### src/rtl/dbus_pkg.sv
// dbus_pkg: opcode/response constants, access-size encoding and FSM state type
// shared by dbus_byte_master and anything that talks to it.
package dbus_pkg;

    localparam logic [7:0] OpWrite  = 8'h57;
    localparam logic [7:0] OpRead   = 8'h52;
    localparam logic [7:0] RspAck   = 8'h06;
    localparam logic [7:0] RspNak   = 8'h15;
    localparam logic [1:0] SizeWord = 2'b10;

    typedef enum logic [2:0] {
        StIdle,
        StAddr,
        StWdata,
        StCmd,
        StWaitRsp,
        StTx
    } dbus_state_e;

    function automatic logic is_known_opcode(input logic [7:0] op);
        return (op == OpWrite) || (op == OpRead);
    endfunction

endpackage

### src/rtl/dbus_byte_master.sv
// dbus_byte_master: turns byte-serial command frames (opcode, LE address, LE write data)
// into single word-sized bus commands and streams back ACK/NAK plus LE read data.
// Optional build macro DBUS_MASTER_TIMEOUT_EN adds a command/response timeout that
// answers NAK after RSP_TIMEOUT cycles in CMD/WAIT_RSP.
module dbus_byte_master
    import dbus_pkg::*;
#(
    parameter int unsigned RSP_TIMEOUT = 1024
) (
    input  logic        clk,
    input  logic        reset,
    input  logic        rx_valid,
    input  logic [7:0]  rx_data,
    output logic        rx_ready,
    output logic        tx_valid,
    output logic [7:0]  tx_data,
    input  logic        tx_ready,
    output logic        dbus_cmd_valid,
    input  logic        dbus_cmd_ready,
    output logic        dbus_cmd_payload_wr,
    output logic [31:0] dbus_cmd_payload_address,
    output logic [31:0] dbus_cmd_payload_data,
    output logic [1:0]  dbus_cmd_payload_size,
    input  logic        dbus_rsp_ready,
    input  logic        dbus_rsp_error,
    input  logic [31:0] dbus_rsp_data,
    output logic        busy
);

    dbus_state_e r_state, w_state_next;
    logic [1:0]  r_cnt, w_cnt_next;
    logic        r_is_wr, w_is_wr_next;
    logic [31:0] r_addr, w_addr_next;
    logic [31:0] r_wdata, w_wdata_next;
    // Response serializer: low byte is on the wire, upper bytes hold captured read data.
    logic [39:0] r_tx_shift, w_tx_shift_next;
    logic        r_tx_long, w_tx_long_next;
    logic        r_tx_phase, w_tx_phase_next;
    logic        w_rx_fire, w_tx_fire, w_timeout;

    assign rx_ready  = (r_state == StIdle) || (r_state == StAddr) || (r_state == StWdata);
    assign tx_valid  = (r_state == StTx);
    assign tx_data   = r_tx_shift[7:0];
    assign busy      = (r_state != StIdle);
    assign w_rx_fire = rx_valid && rx_ready;
    assign w_tx_fire = tx_valid && tx_ready;

    assign dbus_cmd_valid           = (r_state == StCmd);
    assign dbus_cmd_payload_wr      = r_is_wr;
    assign dbus_cmd_payload_address = r_addr;
    assign dbus_cmd_payload_data    = r_wdata;
    assign dbus_cmd_payload_size    = (r_state == StCmd) ? SizeWord : 2'b00;

`ifdef DBUS_MASTER_TIMEOUT_EN
    localparam int unsigned ToWidth = (RSP_TIMEOUT > 1) ? $clog2(RSP_TIMEOUT) : 1;
    logic [ToWidth-1:0] r_to_cnt;

    assign w_timeout = (r_to_cnt == ToWidth'(RSP_TIMEOUT - 1));

    // Timeout counter: runs across CMD and WAIT_RSP, cleared everywhere else.
    always_ff @(posedge clk) begin
        if (reset || !((r_state == StCmd) || (r_state == StWaitRsp))) begin
            r_to_cnt <= '0;
        end else begin
            r_to_cnt <= r_to_cnt + 1'b1;
        end
    end
`else
    assign w_timeout = 1'b0;
`endif

    // Next-state logic: frame parsing, command handshake, response capture, TX serializing.
    always_comb begin
        w_state_next    = r_state;
        w_cnt_next      = r_cnt;
        w_is_wr_next    = r_is_wr;
        w_addr_next     = r_addr;
        w_wdata_next    = r_wdata;
        w_tx_shift_next = r_tx_shift;
        w_tx_long_next  = r_tx_long;
        w_tx_phase_next = r_tx_phase;
        case (r_state)
            StIdle: begin
                if (w_rx_fire) begin
                    w_cnt_next = 2'd0;
                    if (is_known_opcode(rx_data)) begin
                        w_state_next = StAddr;
                        w_is_wr_next = (rx_data == OpWrite);
                        w_addr_next  = 32'h0;
                        w_wdata_next = 32'h0;
                    end else begin
                        w_state_next    = StTx;
                        w_tx_shift_next = {32'h0, RspNak};
                        w_tx_long_next  = 1'b0;
                        w_tx_phase_next = 1'b0;
                    end
                end
            end
            StAddr: begin
                if (w_rx_fire) begin
                    w_addr_next = {rx_data, r_addr[31:8]};
                    w_cnt_next  = r_cnt + 2'd1;
                    if (r_cnt == 2'd3) begin
                        w_state_next = r_is_wr ? StWdata : StCmd;
                    end
                end
            end
            StWdata: begin
                if (w_rx_fire) begin
                    w_wdata_next = {rx_data, r_wdata[31:8]};
                    w_cnt_next   = r_cnt + 2'd1;
                    if (r_cnt == 2'd3) begin
                        w_state_next = StCmd;
                    end
                end
            end
            StCmd: begin
                w_cnt_next      = 2'd0;
                w_tx_phase_next = 1'b0;
                if (dbus_cmd_ready) begin
                    if (r_is_wr) begin
                        w_state_next    = StTx;
                        w_tx_shift_next = {32'h0, RspAck};
                        w_tx_long_next  = 1'b0;
                    end else begin
                        w_state_next = StWaitRsp;
                    end
                end else if (w_timeout) begin
                    w_state_next    = StTx;
                    w_tx_shift_next = {32'h0, RspNak};
                    w_tx_long_next  = 1'b0;
                end
            end
            StWaitRsp: begin
                w_cnt_next      = 2'd0;
                w_tx_phase_next = 1'b0;
                if (dbus_rsp_ready) begin
                    w_state_next = StTx;
                    if (dbus_rsp_error) begin
                        w_tx_shift_next = {32'h0, RspNak};
                        w_tx_long_next  = 1'b0;
                    end else begin
                        w_tx_shift_next = {dbus_rsp_data, RspAck};
                        w_tx_long_next  = 1'b1;
                    end
                end else if (w_timeout) begin
                    w_state_next    = StTx;
                    w_tx_shift_next = {32'h0, RspNak};
                    w_tx_long_next  = 1'b0;
                end
            end
            StTx: begin
                if (w_tx_fire) begin
                    w_tx_shift_next = {8'h00, r_tx_shift[39:8]};
                    if (!r_tx_phase) begin
                        // First byte (ACK/NAK) done; only a good read has data bytes behind it.
                        if (r_tx_long) begin
                            w_tx_phase_next = 1'b1;
                            w_cnt_next      = 2'd0;
                        end else begin
                            w_state_next = StIdle;
                        end
                    end else if (r_cnt == 2'd3) begin
                        w_state_next    = StIdle;
                        w_tx_phase_next = 1'b0;
                        w_cnt_next      = 2'd0;
                    end else begin
                        w_cnt_next = r_cnt + 2'd1;
                    end
                end
            end
            default: begin
                w_state_next = StIdle;
            end
        endcase
    end

    // State and datapath registers with synchronous reset.
    always_ff @(posedge clk) begin
        if (reset) begin
            r_state    <= StIdle;
            r_cnt      <= 2'd0;
            r_is_wr    <= 1'b0;
            r_addr     <= 32'h0;
            r_wdata    <= 32'h0;
            r_tx_shift <= 40'h0;
            r_tx_long  <= 1'b0;
            r_tx_phase <= 1'b0;
        end else begin
            r_state    <= w_state_next;
            r_cnt      <= w_cnt_next;
            r_is_wr    <= w_is_wr_next;
            r_addr     <= w_addr_next;
            r_wdata    <= w_wdata_next;
            r_tx_shift <= w_tx_shift_next;
            r_tx_long  <= w_tx_long_next;
            r_tx_phase <= w_tx_phase_next;
        end
    end

endmodule

### config.mk
export PLATFORM = sky130hd
export DESIGN_NAME = dbus_byte_master
export DESIGN_NICKNAME = d
export VERILOG_FILES = /design/src/rtl/dbus_pkg.sv /design/src/rtl/dbus_byte_master.sv
export SDC_FILE = /design/constraint.sdc
export NUM_CORES = 1
export LEC_CHECK = 0
export ABC_AREA = 1
export ABC_CLOCK_PERIOD_IN_PS = 3000
export CORE_MARGIN = 4
export CORE_UTILIZATION = 30
export DETAILED_ROUTE_END_ITERATION = 7
export GPL_ROUTABILITY_DRIVEN = 1
export PLACE_DENSITY = 0.55
export SLEW_MARGIN = 20
export SYNTH_ARGS = -nofsm -noshare
export SYNTH_HDL_FRONTEND = slang
export SYNTH_SLANG_ARGS = --single-unit
### constraint.sdc
create_clock -name clk -period 3 [get_ports clk]
set_clock_uncertainty 0.05 [all_clocks]
set_input_delay 0.6 -clock clk [delete_from_list [all_inputs] [get_ports clk]]
set_output_delay 0.6 -clock clk [all_outputs]
set_load 0.01 [all_outputs]
==> impl_metrics.yaml, run 1 <==
job:
  drv.max_cap_violation_count: 0
sta:
  layout_worst_path_cycle_share_pct: 89.9
  worstMarginPinSlew_ps: 834
  setup_viol: 0
  number_of_failing_hold_endpoints_at_the_final_stage: 0
  finalSetupTns_ps: 0
  grt_setup_unrepaired: "no"
  post_route_minimum_period_ps: 2700
  timing.max_slew.rel_slack_pct: 44.3
  max_freq_mhz: 371
  maxSlewViolCount: 0
synthesis:
  yosys_warnings: 0
  mappedNetlistArea_um2: 5350
  synth.largest_area_cell: "sky130_fd_sc_hd__dfxtp_1"
  post-synth-top-count-cell: "sky130_fd_sc_hd__nand2_1"
  synth-edff-count: 0
  synthesis.instances: 753
  synthDistinctLibCells: 26
  synthTopCellsByArea: "sky130_fd_sc_hd__dfxtp_1, sky130_fd_sc_hd__nand2_1, sky130_fd_sc_hd__nand3_1"
  synth_top_area_share_pct: 41.9
  seq_area_frac_synth_pct: 41.9
  yosys_register_bits: 112
  ys_async_sr_fraction_pct: 0
  post_synth_net_total: 801
  post_synth.cell_area_avg_um2: 7.11
  synth.top_cells.by_count: "sky130_fd_sc_hd__nand2_1, sky130_fd_sc_hd__nand3_1, sky130_fd_sc_hd__dfxtp_1"
  synth_flop_cell: "sky130_fd_sc_hd__dfxtp_1"
clock_network:
  clk_pin_slew_ps: 80
  tritoncts_clock_tree: "yes"
  postCtsSetupRepairBufs: 0
  hold_buffers: 0
  cts_repair_resize_count: 0
  clk_path_buf_depth: 2
  worst_skew_pair.late_latency_ps: 360
  cts_root_buf: "sky130_fd_sc_hd__clkbuf_16"
  tritoncts_buffer_count: 9
  cts.sink_count: 112
  h_tree_level_count: 3
detailed_routing:
  via_count: 5209
  post_drt_antenna_nets: 0
  drt_first_pass_iters: 4
  detail_route.iter0.violations: 358
  route.detailed.wl_per_inst_um: 14.5
  drt-vias-per-instance: 4.91
  wl_mm: 15.4
  drc: 0
pwr:
  p_per_area_nw_per_um2: 793
  post-layout-total-power_mw: 5.48
  peakVddDrop_mv: 0.387
  p_leak_nw: 2.64
floorplanning:
  die_width_um: 142
  placeableCoreArea_um2: 17400
  start_util_pct: 30.7
  ioPinCount: 126
  die_area_um2: 20000
  die_h_um: 142
  fp-row-count: 48
setup_path:
  crit_path_start_kind: "flop"
  timing.critical_path.arrival_ps: 2050
  required_ps: 2350
  crit_start: "r_state[1]"
  reg2reg_slack_ps: 820
  worstReg2RegStart: "r_state[2]"
  worst_r2r_endpoint: "r_tx_shift[7]"
  critical_path.max_fanout: 8
  number_of_cell_instances_on_the_worst_register_to_register_path: 10
  critPathCapture: "dbus_cmd_payload_size[1]"
  timing.setup.critical_path_class: "reg -> out"
  setup.worst_path.end_class: "output port"
global_route:
  first_global_vias: 4640
  grt_first_pass_wirelength_mm: 24.6
  sum_of_overflow_across_all_layers_after_global_routing: 0
  grt_antenna_before_repair: 0
  combined_global_route_utilization_of_all_metal_layers_pct: 14.9
  pin_count_of_the_biggest_net_entering_global_routing: 77
final_layout:
  utilization_pct: 39.7
  post_route_cells_drive_above_1_share_pct: 7.07
  antenna_cells_inserted: 0
  syn2layout_area_growth_pct: 29.2
  design.final.nets: 878
placed_design:
  dp_hpwl_mm: 10.2
  portBuffers: 124
  gpl.final_weighted_congestion: 0.817
outcome:
  status: "complete, no violations"
min_path:
  hp-class: "reg -> reg"
[per-layer routing]
layer / wire length [µm] / up-vias / global-route usage [%]
met4: 167 / 0 / 3.64
met2: 7200 / 127 / 23.6
met5: 0 / - / 0
met1: 7070 / 2410 / 20.5
met3: 955 / 12 / 3.64
li1: - / 2660 / -
[placed cells by master (no fill, tap or decap), drive strengths merged]
cell	n
nand2	166
clkdlybuf4s50	123
nand3	120
dfxtp	112
a21oi	107
nor2	78
inv	37
nand4	33
a21boi	23
buf	14
clkbuf	10
o21ai	5
clkinv	2
nor3	1
and3	1
ha	1
conb	1
bufinv	1
[report_power, final]
group	internal, mW	switching [mW]	leakage (nW)	total (mW)
Clock	0.687	0.592	0.157	1.28
Combinational	0.862	1.44	1.57	2.30
Sequential	1.73	0.177	0.912	1.90
[per-stage QoR]
stage	cells	setup slack (ps)	area [µm²]	hold slack (ps)
floorplan	753	1220	5350	402
global placement	1044	540	6600	404
detailed placement	1044	490	6600	409
CTS	1060	308	6910	420
global route	1060	263	6910	443
finish	1060	303	6910	417
[critical path: stages (launching register included)]
cell and delay (ps):
sky130_fd_sc_hd__dfxtp_1 630, sky130_fd_sc_hd__nand2_1 150, sky130_fd_sc_hd__nor2_2 260, sky130_fd_sc_hd__clkdlybuf4s50_1 640
[sequential cells by signal, indices dropped and copies added, names as in the netlist]
| signal | count |
|---|---|
| r_tx_shift | 40 |
| dbus_cmd_payload_address | 32 |
| dbus_cmd_payload_data | 32 |
| r_state | 3 |
| r_cnt | 2 |
| dbus_cmd_payload_wr | 1 |
| r_tx_long | 1 |
| r_tx_phase | 1 |
[worst min-delay path by stage]
stage	start	to	slack (ps)	depth (start not counted)
5_1_grt	dbus_cmd_payload_address[2]	dbus_cmd_payload_address[2]	440	2
2_1_floorplan	r_tx_shift[11]	r_tx_shift[11]	400	2
3_3_place_gp	dbus_cmd_payload_address[0]	dbus_cmd_payload_address[0]	400	2
4_1_cts	dbus_cmd_payload_address[3]	dbus_cmd_payload_address[3]	420	2
6_report	dbus_cmd_payload_address[3]	dbus_cmd_payload_address[3]	420	2
3_5_place_dp	dbus_cmd_payload_address[3]	dbus_cmd_payload_address[3]	410	2
[final cells by class]
cell class,count,area [µm²]
multi-input cells,536,2590
clock inverters,6,75.1
well taps,225,282
fillers,1887,10500
flip-flops and latches,112,2240
clock buffers,10,239
inverters,34,130
repair buffers,137,1360
[kinds of logic after synthesis]
| family | synth area share [%] |
|---|---|
| adders and majority gates | 0.234 |
| other | 0.0701 |
| buffers and inverters | 9.94 |
| and+or+nand+nor | 33.4 |
| AOI/OAI and AO/OA | 14.4 |
| DFF | 41.9 |
No activity file was read; power rests on OpenSTA's default activity.
==> run 2: changes to the inputs <==
GPL_TIMING_DRIVEN = 0   (was not set)
==> impl_metrics.yaml, run 2 (synthesized netlist as in run 1, its figures left out) <==
outcome:
  status: "complete, no violations"
detailed_routing:
  detail_route.iter0.violations: 266
  post_drt_antenna_nets: 0
  drt_first_pass_iters: 5
  route.detailed.wl_per_inst_um: 14.5
  wl_mm: 16.1
  drc: 0
  via_count: 5359
  drt-vias-per-instance: 4.80
sta:
  timing.max_slew.rel_slack_pct: 61.8
  grt_setup_unrepaired: "no"
  post_route_minimum_period_ps: 2640
  setup_viol: 0
  max_freq_mhz: 379
  maxSlewViolCount: 0
  number_of_failing_hold_endpoints_at_the_final_stage: 0
  finalSetupTns_ps: 0
  worstMarginPinSlew_ps: 573
  layout_worst_path_cycle_share_pct: 88.0
final_layout:
  post_route_cells_drive_above_1_share_pct: 9.42
  design.final.nets: 935
  most_common_library_cell_in_the_layout_ignoring_fill_and_taps: "sky130_fd_sc_hd__nand2_1"
  nFillCells: 1862
  layout_common_cells: "sky130_fd_sc_hd__nand2_1, sky130_fd_sc_hd__clkdlybuf4s50_1, sky130_fd_sc_hd__nand3_1"
  syn2layout_area_growth_pct: 34.0
  largest_register_ffs: 40
  largest_register: "r_tx_shift"
  antenna_cells_inserted: 0
  multi_input_comb_area_um2: 2580
  seqCellArea_um2: 2240
  layoutNonFillerInstCount: 1117
setup_path:
  worstReg2RegStart: "r_state[1]"
  cp_top_family: "buffers and inverters"
  worst_r2r_endpoint: "r_tx_shift[33]"
  crit_start: "r_state[2]"
  reg2reg_slack_ps: 1160
  critical_path.max_fanout: 10
  critical_path.cell_chain: "buf_6 > nand2_2 > nor2_4 > buf_2 > clkdlybuf4s50_1"
  required_ps: 2350
  worst-path-stages: 5
  worst_path_buf_inv: 3
  number_of_cell_instances_on_the_worst_register_to_register_path: 8
  crit_path_top_delay_cell: "sky130_fd_sc_hd__clkdlybuf4s50_1"
  setup.worst_path.end_class: "output port"
  cpPeakStageDelay_ps: 580
  timing.critical_path.arrival_ps: 1990
  timing.setup.critical_path_class: "reg -> out"
  crit_path_start_kind: "flop"
global_route:
  combined_global_route_utilization_of_all_metal_layers_pct: 15.8
  pin_count_of_the_biggest_net_entering_global_routing: 19
  first_global_vias: 4908
  sum_of_overflow_across_all_layers_after_global_routing: 0
  grt_first_pass_wirelength_mm: 25.7
  grt_antenna_before_repair: 0
clock_network:
  tritoncts_buffer_count: 9
  cts_repair_resize_count: 0
  cts.sink_count: 112
  tritoncts_clock_tree: "yes"
  cts_root_buf: "sky130_fd_sc_hd__clkbuf_16"
  postCtsSetupRepairBufs: 0
  clk_pin_slew_ps: 80
  hold_buffers: 0
  clk_path_buf_depth: 2
  h_tree_level_count: 3
  worst_skew_pair.late_latency_ps: 360
floorplanning:
  start_util_pct: 30.7
  die_h_um: 142
  die_width_um: 142
  die_area_um2: 20000
  ioPinCount: 126
  placeableCoreArea_um2: 17400
  fp-row-count: 48
min_path:
  worst_hold_path.endpoint: "dbus_cmd_payload_address[0]"
  hold_start: "dbus_cmd_payload_address[0]"
  hp-class: "reg -> reg"
  min_delay_path_depth: 2
pwr:
  peakVddDrop_mv: 0.352
  p_leak_nw: 2.79
  post-layout-total-power_mw: 5.71
  p_per_area_nw_per_um2: 797
placed_design:
  portBuffers: 123
  dp.cells: 1101
  dp_hpwl_mm: 12.2
  gpl.final_weighted_congestion: 0.866
job:
  drv.max_cap_violation_count: 0
-- run 2: cell types whose count changed in the layout (fill, tap and decap cells not counted), sizes merged --
cell,change
clkinvlp,+1
buf,+33
inv,-1
clkbuf,+24
-- run 2: worst min-delay path, stage by stage, from the launching register on --
cell                      delay [ps]
sky130_fd_sc_hd__dfxtp_1         310
sky130_fd_sc_hd__nand2_1          60
sky130_fd_sc_hd__a21oi_1          50
-- run 2: report_power, final --
part	internal [mW]	switching [mW]	leakage (nW)
Sequential	1.73	0.129	0.912
Clock	0.674	0.573	0.149
Combinational	1.05	1.57	1.72
Total	3.45	2.27	2.79
-- run 2: area by class of cell --
| class | count | share of cell area [%] |
|---|---|---|
| Buffer | 71 | 5.60 |
| Clock buffer | 10 | 3.33 |
| Clock inverter | 6 | 0.908 |
| Inverter | 34 | 1.82 |
| Multi-Input combinational cell | 536 | 35.9 |
| Sequential cell | 112 | 31.3 |
| Tap cell | 225 | 3.93 |
| Timing Repair Buffer | 123 | 17.2 |
-- run 2: worst max path at each step --
stage | end | slack, ps
2_1_floorplan | r_tx_shift[36] | 1220
3_3_place_gp | r_tx_shift[32] | 310
3_5_place_dp | r_tx_shift[29] | 340
4_1_cts | tx_valid | 340
5_1_grt | tx_valid | 290
6_report | tx_valid | 360
-- run 2: routing by layer --
layer / part of all wire [%] / up-vias / global-route usage, %
met5: 0 / - / 0
met4: 0.79 / 0 / 3.38
met3: 5.4 / 11 / 4.15
met2: 46 / 120 / 25.2
met1: 48 / 2447 / 21.7
li1: - / 2781 / -
-- run 2: per-stage QoR --
stage / util, % / hold slack [ps] / setup slack (ps) / cell area, µm²
floorplan: - / 402 / 1220 / 5350
finish: 41.1 / 419 / 361 / 7170
CTS: 41.1 / 418 / 340 / 7170
global route: 41.1 / 448 / 288 / 7170
detailed placement: 39.4 / 406 / 342 / 6860
global placement: 39.4 / 406 / 305 / 6860
==> run 3: changes to the inputs <==
CTS_CLUSTER_DIAMETER = 60   (was not set)
==> results of run 3 <==
No change in the layout: final DEF, timing and power equal those of run 2.
